### config.mk
export PLATFORM = sky130hd
export DESIGN_NAME = alu_exec_unit
export DESIGN_NICKNAME = d
export VERILOG_FILES = /design/src/rtl/alu_pkg.sv /design/src/rtl/alu_logic_core.sv /design/src/rtl/alu_exec_unit.sv
export SDC_FILE = /design/constraint.sdc
export NUM_CORES = 1
export LEC_CHECK = 0
export CORE_ASPECT_RATIO = 1.75
export CORE_MARGIN = 3
export CORE_UTILIZATION = 40
export CTS_CLUSTER_SIZE = 12
export DETAILED_ROUTE_END_ITERATION = 10
export PLACE_DENSITY = 0.62
export SYNTH_ARGS = -nofsm -noshare
export SYNTH_HDL_FRONTEND = slang
export SYNTH_SLANG_ARGS = --single-unit
### constraint.sdc
create_clock -name clk -period 6 [get_ports clk]
set_input_delay 1.5 -clock clk [delete_from_list [all_inputs] [get_ports clk]]
set_output_delay 1.5 -clock clk [all_outputs]
set_load 0.01 [all_outputs]
### src/rtl/alu_pkg.sv
// Shared opcodes, FSM states and helpers for the ALU execute stage.
package alu_pkg;

  localparam logic [2:0] ALU_AND = 3'b000;
  localparam logic [2:0] ALU_OR  = 3'b001;
  localparam logic [2:0] ALU_ADD = 3'b010;
  localparam logic [2:0] ALU_SUB = 3'b110;
  localparam logic [2:0] ALU_SLT = 3'b111;
  localparam logic [2:0] ALU_SLL = 3'b011;
  localparam logic [2:0] ALU_SRL = 3'b100;

  typedef enum logic [1:0] {
    ST_IDLE  = 2'd0,
    ST_SHIFT = 2'd1,
    ST_DONE  = 2'd2
  } state_t;

  function automatic logic is_shift_op(input logic [2:0] ctr);
    return (ctr == ALU_SLL) || (ctr == ALU_SRL);
  endfunction

endpackage

### src/rtl/alu_logic_core.sv
// Single-cycle combinational ALU ops; shift and reserved codes yield zero.
module alu_logic_core
  import alu_pkg::*;
#(
  parameter int WIDTH = 32
) (
  input  logic [2:0]       alu_ctr,
  input  logic [WIDTH-1:0] a,
  input  logic [WIDTH-1:0] b,
  output logic [WIDTH-1:0] value,
  output logic             ovf
);

  logic [WIDTH-1:0] sum;
  logic [WIDTH-1:0] diff;
  logic             lt;

  assign sum  = a + b;
  assign diff = a - b;
  // Direct signed compare, so SLT is immune to a-b overflow.
  assign lt   = $signed(a) < $signed(b);

  always_comb begin
    value = '0;
    ovf   = 1'b0;
    case (alu_ctr)
      ALU_AND: value = a & b;
      ALU_OR:  value = a | b;
      ALU_ADD: begin
        value = sum;
        ovf   = (a[WIDTH-1] == b[WIDTH-1]) && (sum[WIDTH-1] != a[WIDTH-1]);
      end
      ALU_SUB: begin
        value = diff;
        ovf   = (a[WIDTH-1] != b[WIDTH-1]) && (diff[WIDTH-1] != a[WIDTH-1]);
      end
      ALU_SLT: value = WIDTH'(lt);
      default: value = '0;
    endcase
  end

endmodule

### src/rtl/alu_exec_unit.sv
// ALU execute stage: one-cycle logic/arith ops, serial one-bit-per-cycle shifts.
//   state    | meaning
//   ST_IDLE  | waiting for start, outputs hold
//   ST_SHIFT | serial shift in progress, cnt_q shifts remain
//   ST_DONE  | done pulse, outputs valid
module alu_exec_unit
  import alu_pkg::*;
#(
  parameter int WIDTH   = 32,
  parameter int SHAMT_W = 5
) (
  input  logic               clk,
  input  logic               rst_n,
  input  logic               start,
  input  logic [2:0]         alu_ctr,
  input  logic [WIDTH-1:0]   op_a,
  input  logic [WIDTH-1:0]   op_b,
  input  logic [SHAMT_W-1:0] shamt,
  output logic               busy,
  output logic               done,
  output logic [WIDTH-1:0]   result,
  output logic               zero,
  output logic               overflow
);

  state_t               state_q, state_d;
  logic [WIDTH-1:0]     acc_q, acc_d;
  logic [WIDTH-1:0]     result_q, result_d;
  logic [SHAMT_W-1:0]   cnt_q, cnt_d;
  logic                 left_q, left_d;
  logic                 zero_q, zero_d;
  logic                 ovf_q, ovf_d;
  logic [WIDTH-1:0]     shifted;
  logic [WIDTH-1:0]     core_value;
  logic                 core_ovf;
  logic                 accept;
  logic                 serial_req;
  logic                 last_shift;

  alu_logic_core #(.WIDTH(WIDTH)) u_core (
    .alu_ctr (alu_ctr),
    .a       (op_a),
    .b       (op_b),
    .value   (core_value),
    .ovf     (core_ovf)
  );

  assign accept     = (state_q == ST_IDLE) && start;
  assign serial_req = is_shift_op(alu_ctr) && (shamt != '0);
  assign last_shift = (state_q == ST_SHIFT) && (cnt_q == SHAMT_W'(1));
  assign shifted    = left_q ? {acc_q[WIDTH-2:0], 1'b0} : {1'b0, acc_q[WIDTH-1:1]};

  always_ff @(posedge clk or negedge rst_n) begin
    if (!rst_n) state_q <= ST_IDLE;
    else        state_q <= state_d;
  end

  always_comb begin
    state_d = state_q;
    case (state_q)
      ST_IDLE:  if (start) state_d = serial_req ? ST_SHIFT : ST_DONE;
      ST_SHIFT: if (last_shift) state_d = ST_DONE;
      ST_DONE:  state_d = ST_IDLE;
      default:  state_d = ST_IDLE;
    endcase
  end

  always_comb begin
    busy = (state_q != ST_IDLE);
    done = (state_q == ST_DONE);
  end

  // Result registers only change when an op completes, so outputs hold otherwise.
  always_comb begin
    acc_d    = acc_q;
    cnt_d    = cnt_q;
    left_d   = left_q;
    result_d = result_q;
    zero_d   = zero_q;
    ovf_d    = ovf_q;
    if (accept) begin
      if (serial_req) begin
        acc_d  = op_b;
        cnt_d  = shamt;
        left_d = (alu_ctr == ALU_SLL);
      end else if (is_shift_op(alu_ctr)) begin
        result_d = op_b;
        zero_d   = (op_b == '0);
        ovf_d    = 1'b0;
      end else begin
        result_d = core_value;
        zero_d   = (core_value == '0);
        ovf_d    = core_ovf;
      end
    end else if (state_q == ST_SHIFT) begin
      acc_d = shifted;
      cnt_d = cnt_q - SHAMT_W'(1);
      if (last_shift) begin
        result_d = shifted;
        zero_d   = (shifted == '0);
        ovf_d    = 1'b0;
      end
    end
  end

  always_ff @(posedge clk or negedge rst_n) begin
    if (!rst_n) begin
      acc_q    <= '0;
      cnt_q    <= '0;
      left_q   <= 1'b0;
      result_q <= '0;
      zero_q   <= 1'b0;
      ovf_q    <= 1'b0;
    end else begin
      acc_q    <= acc_d;
      cnt_q    <= cnt_d;
      left_q   <= left_d;
      result_q <= result_d;
      zero_q   <= zero_d;
      ovf_q    <= ovf_d;
    end
  end

  assign result   = result_q;
  assign zero     = zero_q;
  assign overflow = ovf_q;

endmodule
-- Yosys cells after proc, flatten, opt, wreduce, memory -nomap -nowiden
Index checks and enable logic that the tools add are counted.
- add/subtract/negate cells: 3
- $lt $le $gt $ge: 1
- equality and inequality tests: 17
- muxes and demuxes: 28
- bitwise gates (word level): 2
- reduce and logical (&&, ||, !) cells: 19
- operators by type and width (cell ; count):
    two-way mux 32 bit ; 9
    one-hot mux 32 bit (5 select lines) ; 1
    logical NOT 32 bit ; 3
    adder 32 bit ; 1
    AND 32 bit ; 1
    less-than comparator 32 bit ; 1
    bitwise OR 32 bit ; 1
    subtractor 32 bit ; 1
    two-way mux 5 bit ; 3
    two-way mux 1 bit ; 10
    equality test 3 bit (second input constant) ; 3
    equality test 3 x 2 -> 1 bit (second input constant) ; 2
    two-way mux 2 bit ; 3
    != test 2 bit (second input constant) ; 3
    AND reduction 2 bit ; 3
    nonzero test 2 bit ; 3
    equality test 5 x 1 -> 1 bit (second input constant) ; 1
    logical AND 1 bit ; 5
    nonzero test 5 bit ; 1
    subtractor 5 x 1 -> 5 bit (second input constant) ; 1
    one-hot mux 2 bit (2 select lines) ; 1
    equality test 3 x 1 -> 1 bit (second input constant) ; 1
    logical NOT 3 bit ; 1
    != test 1 bit ; 3
    other kinds (8) ; 8
- flip-flop bits (word level): 74
- input port bits: 75
- output and inout bits: 36
- logic and storage cells: 77

-- Longest topological paths before layout
- word-level depth: 7
- gate-level depth with buffers: 14
- gate-level depth less buffers: 14

-- Hierarchy
A second synthesis with hierarchy kept.
- cells, all modules: 1163
- area total of the unflattened synthesis: 8978.6 µm²
- by module, submodules not included (module ; times used ; cells an instance ; area an instance (µm²) ; sequential area each (µm²)):
    alu_logic_core ; 1 ; 669 ; 4628.2 ; 0.0
    alu_exec_unit ; 1 ; 494 ; 4350.4 ; 1851.8

-- Worst setup path before layout
No wires, ideal clock.
- path kind: input-to-reg
- start point: input op_a[1]
- end point: register zero_q (netlist: zero)
- library setup time: 0.066 ns
- arrival: 4.199 ns
- required time: 5.934 ns
- setup slack: 1.735 ns
- stages: 13
- buffers on the path: 0
- cell sequence: inv_1 -> ha_1 -> o21bai_1 -> nand3_4 -> a2111oi_4 -> o21ai_2 -> a2111oi_4 -> o221ai_2 -> a221oi_2 -> o31ai_1 -> xor2_1 -> a221oi_2 -> a41o_1
- cells in the longest elaborated chain, start to end: 6
- elaborated cells between the ends (all ways): 10
- classes of those cells: add/sub: 2; order compare: 1; mux: 4; bitwise: 2; reduce/logical: 1
- ends and longest elaborated chain (what ; RTL line ; source):
    from (decl) ; alu_exec_unit.sv:16 ; input logic [WIDTH-1:0] op_a,
    subtractor 32 bit, or another cell as far along ; alu_logic_core.sv:19 ; assign diff = a - b;
    one-hot mux 32 bit (5 select lines) * ; alu_logic_core.sv:26 ; case (alu_ctr)
    logical NOT 32 bit * ; alu_exec_unit.sv:92 ; zero_d = (core_value == '0);
    two-way mux 1 bit * ; alu_exec_unit.sv:86 ; end else if (is_shift_op(alu_ctr)) begin
    two-way mux 1 bit * ; alu_exec_unit.sv:82 ; if (serial_req) begin
    two-way mux 1 bit * ; alu_exec_unit.sv:81 ; if (accept) begin
    to (signal assigned) ; alu_exec_unit.sv:119 ; zero_q <= zero_d;
    to (decl) ; alu_exec_unit.sv:31 ; logic zero_q, zero_d;
Every way passes the cells marked *; elsewhere a longest branch is shown, timed or not. The select of a mux whose other input is x is not followed.
A chain may end at the register's enable or synchronous reset.

-- Final worst setup path
- start point: input op_b[9]
- end point: register zero_q (netlist: zero)
- cells in the longest elaborated chain, start to end: 6
- elaborated cells between the ends (all ways): 11
- classes of those cells: add/sub: 2; order compare: 1; mux: 4; bitwise: 2; reduce/logical: 2
- ends and longest elaborated chain (what ; RTL line ; source):
    from (decl) ; alu_exec_unit.sv:17 ; input logic [WIDTH-1:0] op_b,
    subtractor 32 bit, or another cell as far along ; alu_logic_core.sv:19 ;
    one-hot mux 32 bit (5 select lines) ; alu_logic_core.sv:26 ;
    logical NOT 32 bit ; alu_exec_unit.sv:92 ;
    two-way mux 1 bit * ; alu_exec_unit.sv:86 ;
    two-way mux 1 bit * ; alu_exec_unit.sv:82 ;
    two-way mux 1 bit * ; alu_exec_unit.sv:81 ;
Marked as above.

==> results.tsv <==
stage	metric	value	unit
die	die height	208	µm
grt	first-pass GRT wire length	57100	µm
die	# rows	73	
finish	Final Core Density	0.485	
grt	largest net degree at the start of global routing	75	
grt	antenna violations before repair	1	
grt	GRT overflow	0	
worst_hold_path	Hold WC Path Type	register to register	
power	switching share of power	0.456	
finish	nets@finish	1512	
synthesis	complex-gate fraction of the synthesized area	0.302	
power	power share of the clock group	0.147	
finish	storage element area	1850	µm²
die	core area	22800	µm²
finish	Layout fillers	2313	
cts	CTS buffer count	9	
worst_setup_path	Worst R2R End	zero	
timing	Max Slew Vio Count	0	
place	Port Buf Inserts	110	
timing	total negative slack	0	ns
cts	TritonCTS sink count	74	
synthesis	async set-reset flop share out of synthesis	1.00	
synthesis	Seq/Total Area, Yosys	0.199	
cts	H-Tree Depth	3	
cts	Setup Fix Bufs, Post-CTS	0	
detailed_routing	DRT antenna net count	0	
power	NetSw	1.50	mW
worst_setup_path	crit path kind	primary input to register	
synthesis	Syn Inst Count	1243	
synthesis	Synth Area in XOR/XNOR	0.0254	
cts	CTS tree	yes	
timing	min cycle time layout	5.66	ns
timing	Final Skew	0.00899	ns
synthesis	post-synthesis mux area share	0.0389	
synthesis	largest family of logic cells by synthesized area	compound AO/OA/AOI/OAI gates	
synthesis	synthesis-stage register bit count	74	
detailed_routing	Residual DRC	0	
run_status	status	complete, no violations	
worst_hold_path	hold depth	2	
place	HPWL Detailed	30100	µm
synthesis	number of flops mapped to enable cells by yosys	0	
finish	multi-input logic area	6760	µm²
cts	Hold Buf Count CTS	0	
detailed_routing	drt pass-1 iters	5	
die	# IOs	111	
synthesis	synthesized-area fraction occupied by and/or/nand/nor cells	0.219	
detailed_routing	via count	9996	
cts	Clock Tree Buf Depth	2	
detailed_routing	WL/cell	22.9	µm
timing	hold_ws	0.470	ns
synthesis	Synth cell types	90	
finish	Layout area overhead	19.1	%
detailed_routing	routed vias/inst	6.11	
worst_setup_path	Setup crit start	op_b[9]	
power	PwrDens	298	nW/µm²
synthesis	Netlist Area Pre-Place	9290	µm²
worst_hold_path	hold path start	result[9]	
worst_setup_path	CP endpoint kind	register	
worst_setup_path	reg2reg path depth	11	
cts	CTS root buf	clkbuf_16	
synthesis	main area contributors after synthesis	dfrtp_1 20%, ha_1 14%, a21oi_1 5.7%, nand2_1 5.0%, o21ai_0 4.9%	
cts	Post-CTS Resized	0	
finish	fin area	11100	µm²
synthesis	yosys warns	0	
timing	f_max	177	MHz
worst_hold_path	WHS Endpoint	result[9]	
finish	share of cells above drive strength 1	0.0793	
timing	Final period util	0.943	
grt	total track usage	0.292	
timing	Worst Tran Pin Value	0.976	ns
place	GP Congestion	0.994	
die	starting density of the core	0.407	
worst_setup_path	crit-path max FO	10	
cts	clock transition at the registers of the reported paths	0.06	ns
power	total power	3.30	mW
power	Lkg Pwr	4.69	nW
synthesis	area share of fa/ha/maj cells after synthesis	0.140	
detailed_routing	drt initial violations	941	
synthesis	Synth area leader	dfrtp_1	
grt	vias in the first global route	9866	
place	placed cell area	10800	µm²
worst_setup_path	Worst R2R Start	left_q	
timing	slew margin rel.	0.350	
power	Worst IR Drop VDD	0.000162	V
die	die width	121	µm
synthesis	Post-synth top flop	dfrtp_1	
die	die area	25200	µm²
worst_setup_path	Startpoint Class	primary input	
synthesis	Synth top area share	0.199	
power	Internal Power	1.80	mW
timing	Final Hold Viols	0	
power	Gate power share	0.556	
worst_setup_path	crit path DAT	5.94	ns
cts	worst skew pair latency	0.34	ns
worst_setup_path	FF-to-FF setup slack	2.24	ns
flow_run	maximum capacitance violations	0	
timing	RSZ-0062 raised after global routing	false	
power	part of the power in registers	0.297	
timing	final setup vio count	0	
synthesis	Synth Area per Inst	7.48	µm²
detailed_routing	WL final	37400	µm
synthesis	Syn Nets	1421	
worst_setup_path	required time worst endpoint	6.28	ns
-- area by class of cell --
class,count,area share
Antenna cell,1,0.000226
Inverter,98,0.0332
Timing Repair Buffer,159,0.132
Tap cell,300,0.0339
Clock inverter,1,0.000452
Sequential cell,74,0.167
Multi-Input combinational cell,992,0.610
Clock buffer,12,0.0223
-- worst max-delay path: stages --
cell and delay (ns):
clkdlybuf4s50_1 0.65, inv_1 0.13, ha_1 0.56, nand3_1 0.24, a211oi_1 0.68, a21oi_1 0.30, o21bai_1 0.20, a21oi_1 0.08
o21ai_1 0.17, xnor2_1 0.09, a221oi_1 0.46, buf_4 0.23, nand4_1 0.08, nor4_1 0.33, a41o_1 0.20
-- flip-flops by register name, indices dropped and copies added, names as in the netlist --
signal,flops
acc_q,32
result,32
cnt_q,5
state_q,2
left_q,1
overflow,1
zero,1
-- cells in the final DEF (no fill, tap or decap), types with 21 or more instances in the layout --
| cell | count |
|---|---|
| buf_4 | 50 |
| nand3_1 | 21 |
| nor4_1 | 25 |
| clkdlybuf4s50_1 | 108 |
| mux2i_1 | 35 |
| dfrtp_1 | 73 |
| nand2_1 | 123 |
| a21oi_1 | 106 |
| nor2_1 | 108 |
| o211ai_1 | 30 |
| o21ai_0 | 91 |
| a21o_1 | 28 |
| nor3_1 | 30 |
| inv_1 | 95 |
| a211oi_1 | 21 |
| ha_1 | 101 |
-- routing by layer --
metal,GRT usage,vias to the layer above,share of wire
met2,0.507,464,0.50
met3,0.0240,128,0.051
met5,0,-,0
met1,0.338,4735,0.37
met4,0.192,0,0.077
li1,-,4669,-
-- worst max path at each step --
stage          endpoint  cells past startpoint
6_report           zero                     15
2_1_floorplan      zero                     13
5_1_grt            zero                     14
3_5_place_dp       zero                     14
3_3_place_gp       zero                     14
4_1_cts            zero                     14
-- cell usage after synthesis, types with 5 or more instances --
cell      instances
buf_2             9
nor2b_1          21
nand4_1          16
nand2b_1         10
nor2_1          110
o21ai_0          91
o221ai_1         12
dfrtp_1          74
o21bai_1         10
xnor2_1          19
a211oi_1         21
o21ai_1           9
xor2_1            8
nor3_1           30
nand2_1         124
or3_1             6
a221oi_1         19
o31ai_1          13
a31oi_1           9
o21a_1            7
inv_1            95
buf_1            10
or2_2             5
nand3_1          21
a21o_1           28
clkbuf_1         57
nor3b_1           6
o211ai_1         30
nor4_1           25
mux2i_1          35
o22ai_1           9
ha_1            101
a21oi_1         106
-- logic make-up (layout without fill, tap and decap cells) --
logic type	after synthesis	after routing
AO/OA/AOI/OAI	416	416
AND/OR/NAND/NOR	410	410
other	0	1
adder cells (fa/ha/maj)	103	103
XOR/XNOR	27	27
flip-flops	74	74
multiplexers	36	36
buffers and inverters	177	270
-- power by group through the flow --
stage	clock [mW]	sequential [mW]	combinational, mW
floorplan	0	0.930	1.08
global placement	0	0.980	1.80
detailed placement	0	0.984	1.81
CTS	0.491	0.979	1.82
global route	0.507	1.01	2.00
finish	0.486	0.979	1.84
-- metrics by stage --
stage,setup slack [ns],cells
CTS,0.577,1636
global placement,0.309,1623
global route,0.189,1637
floorplan,1.73,1243
finish,0.342,1637
detailed placement,0.257,1623
Note: power is estimated with default switching activity, not from simulation.
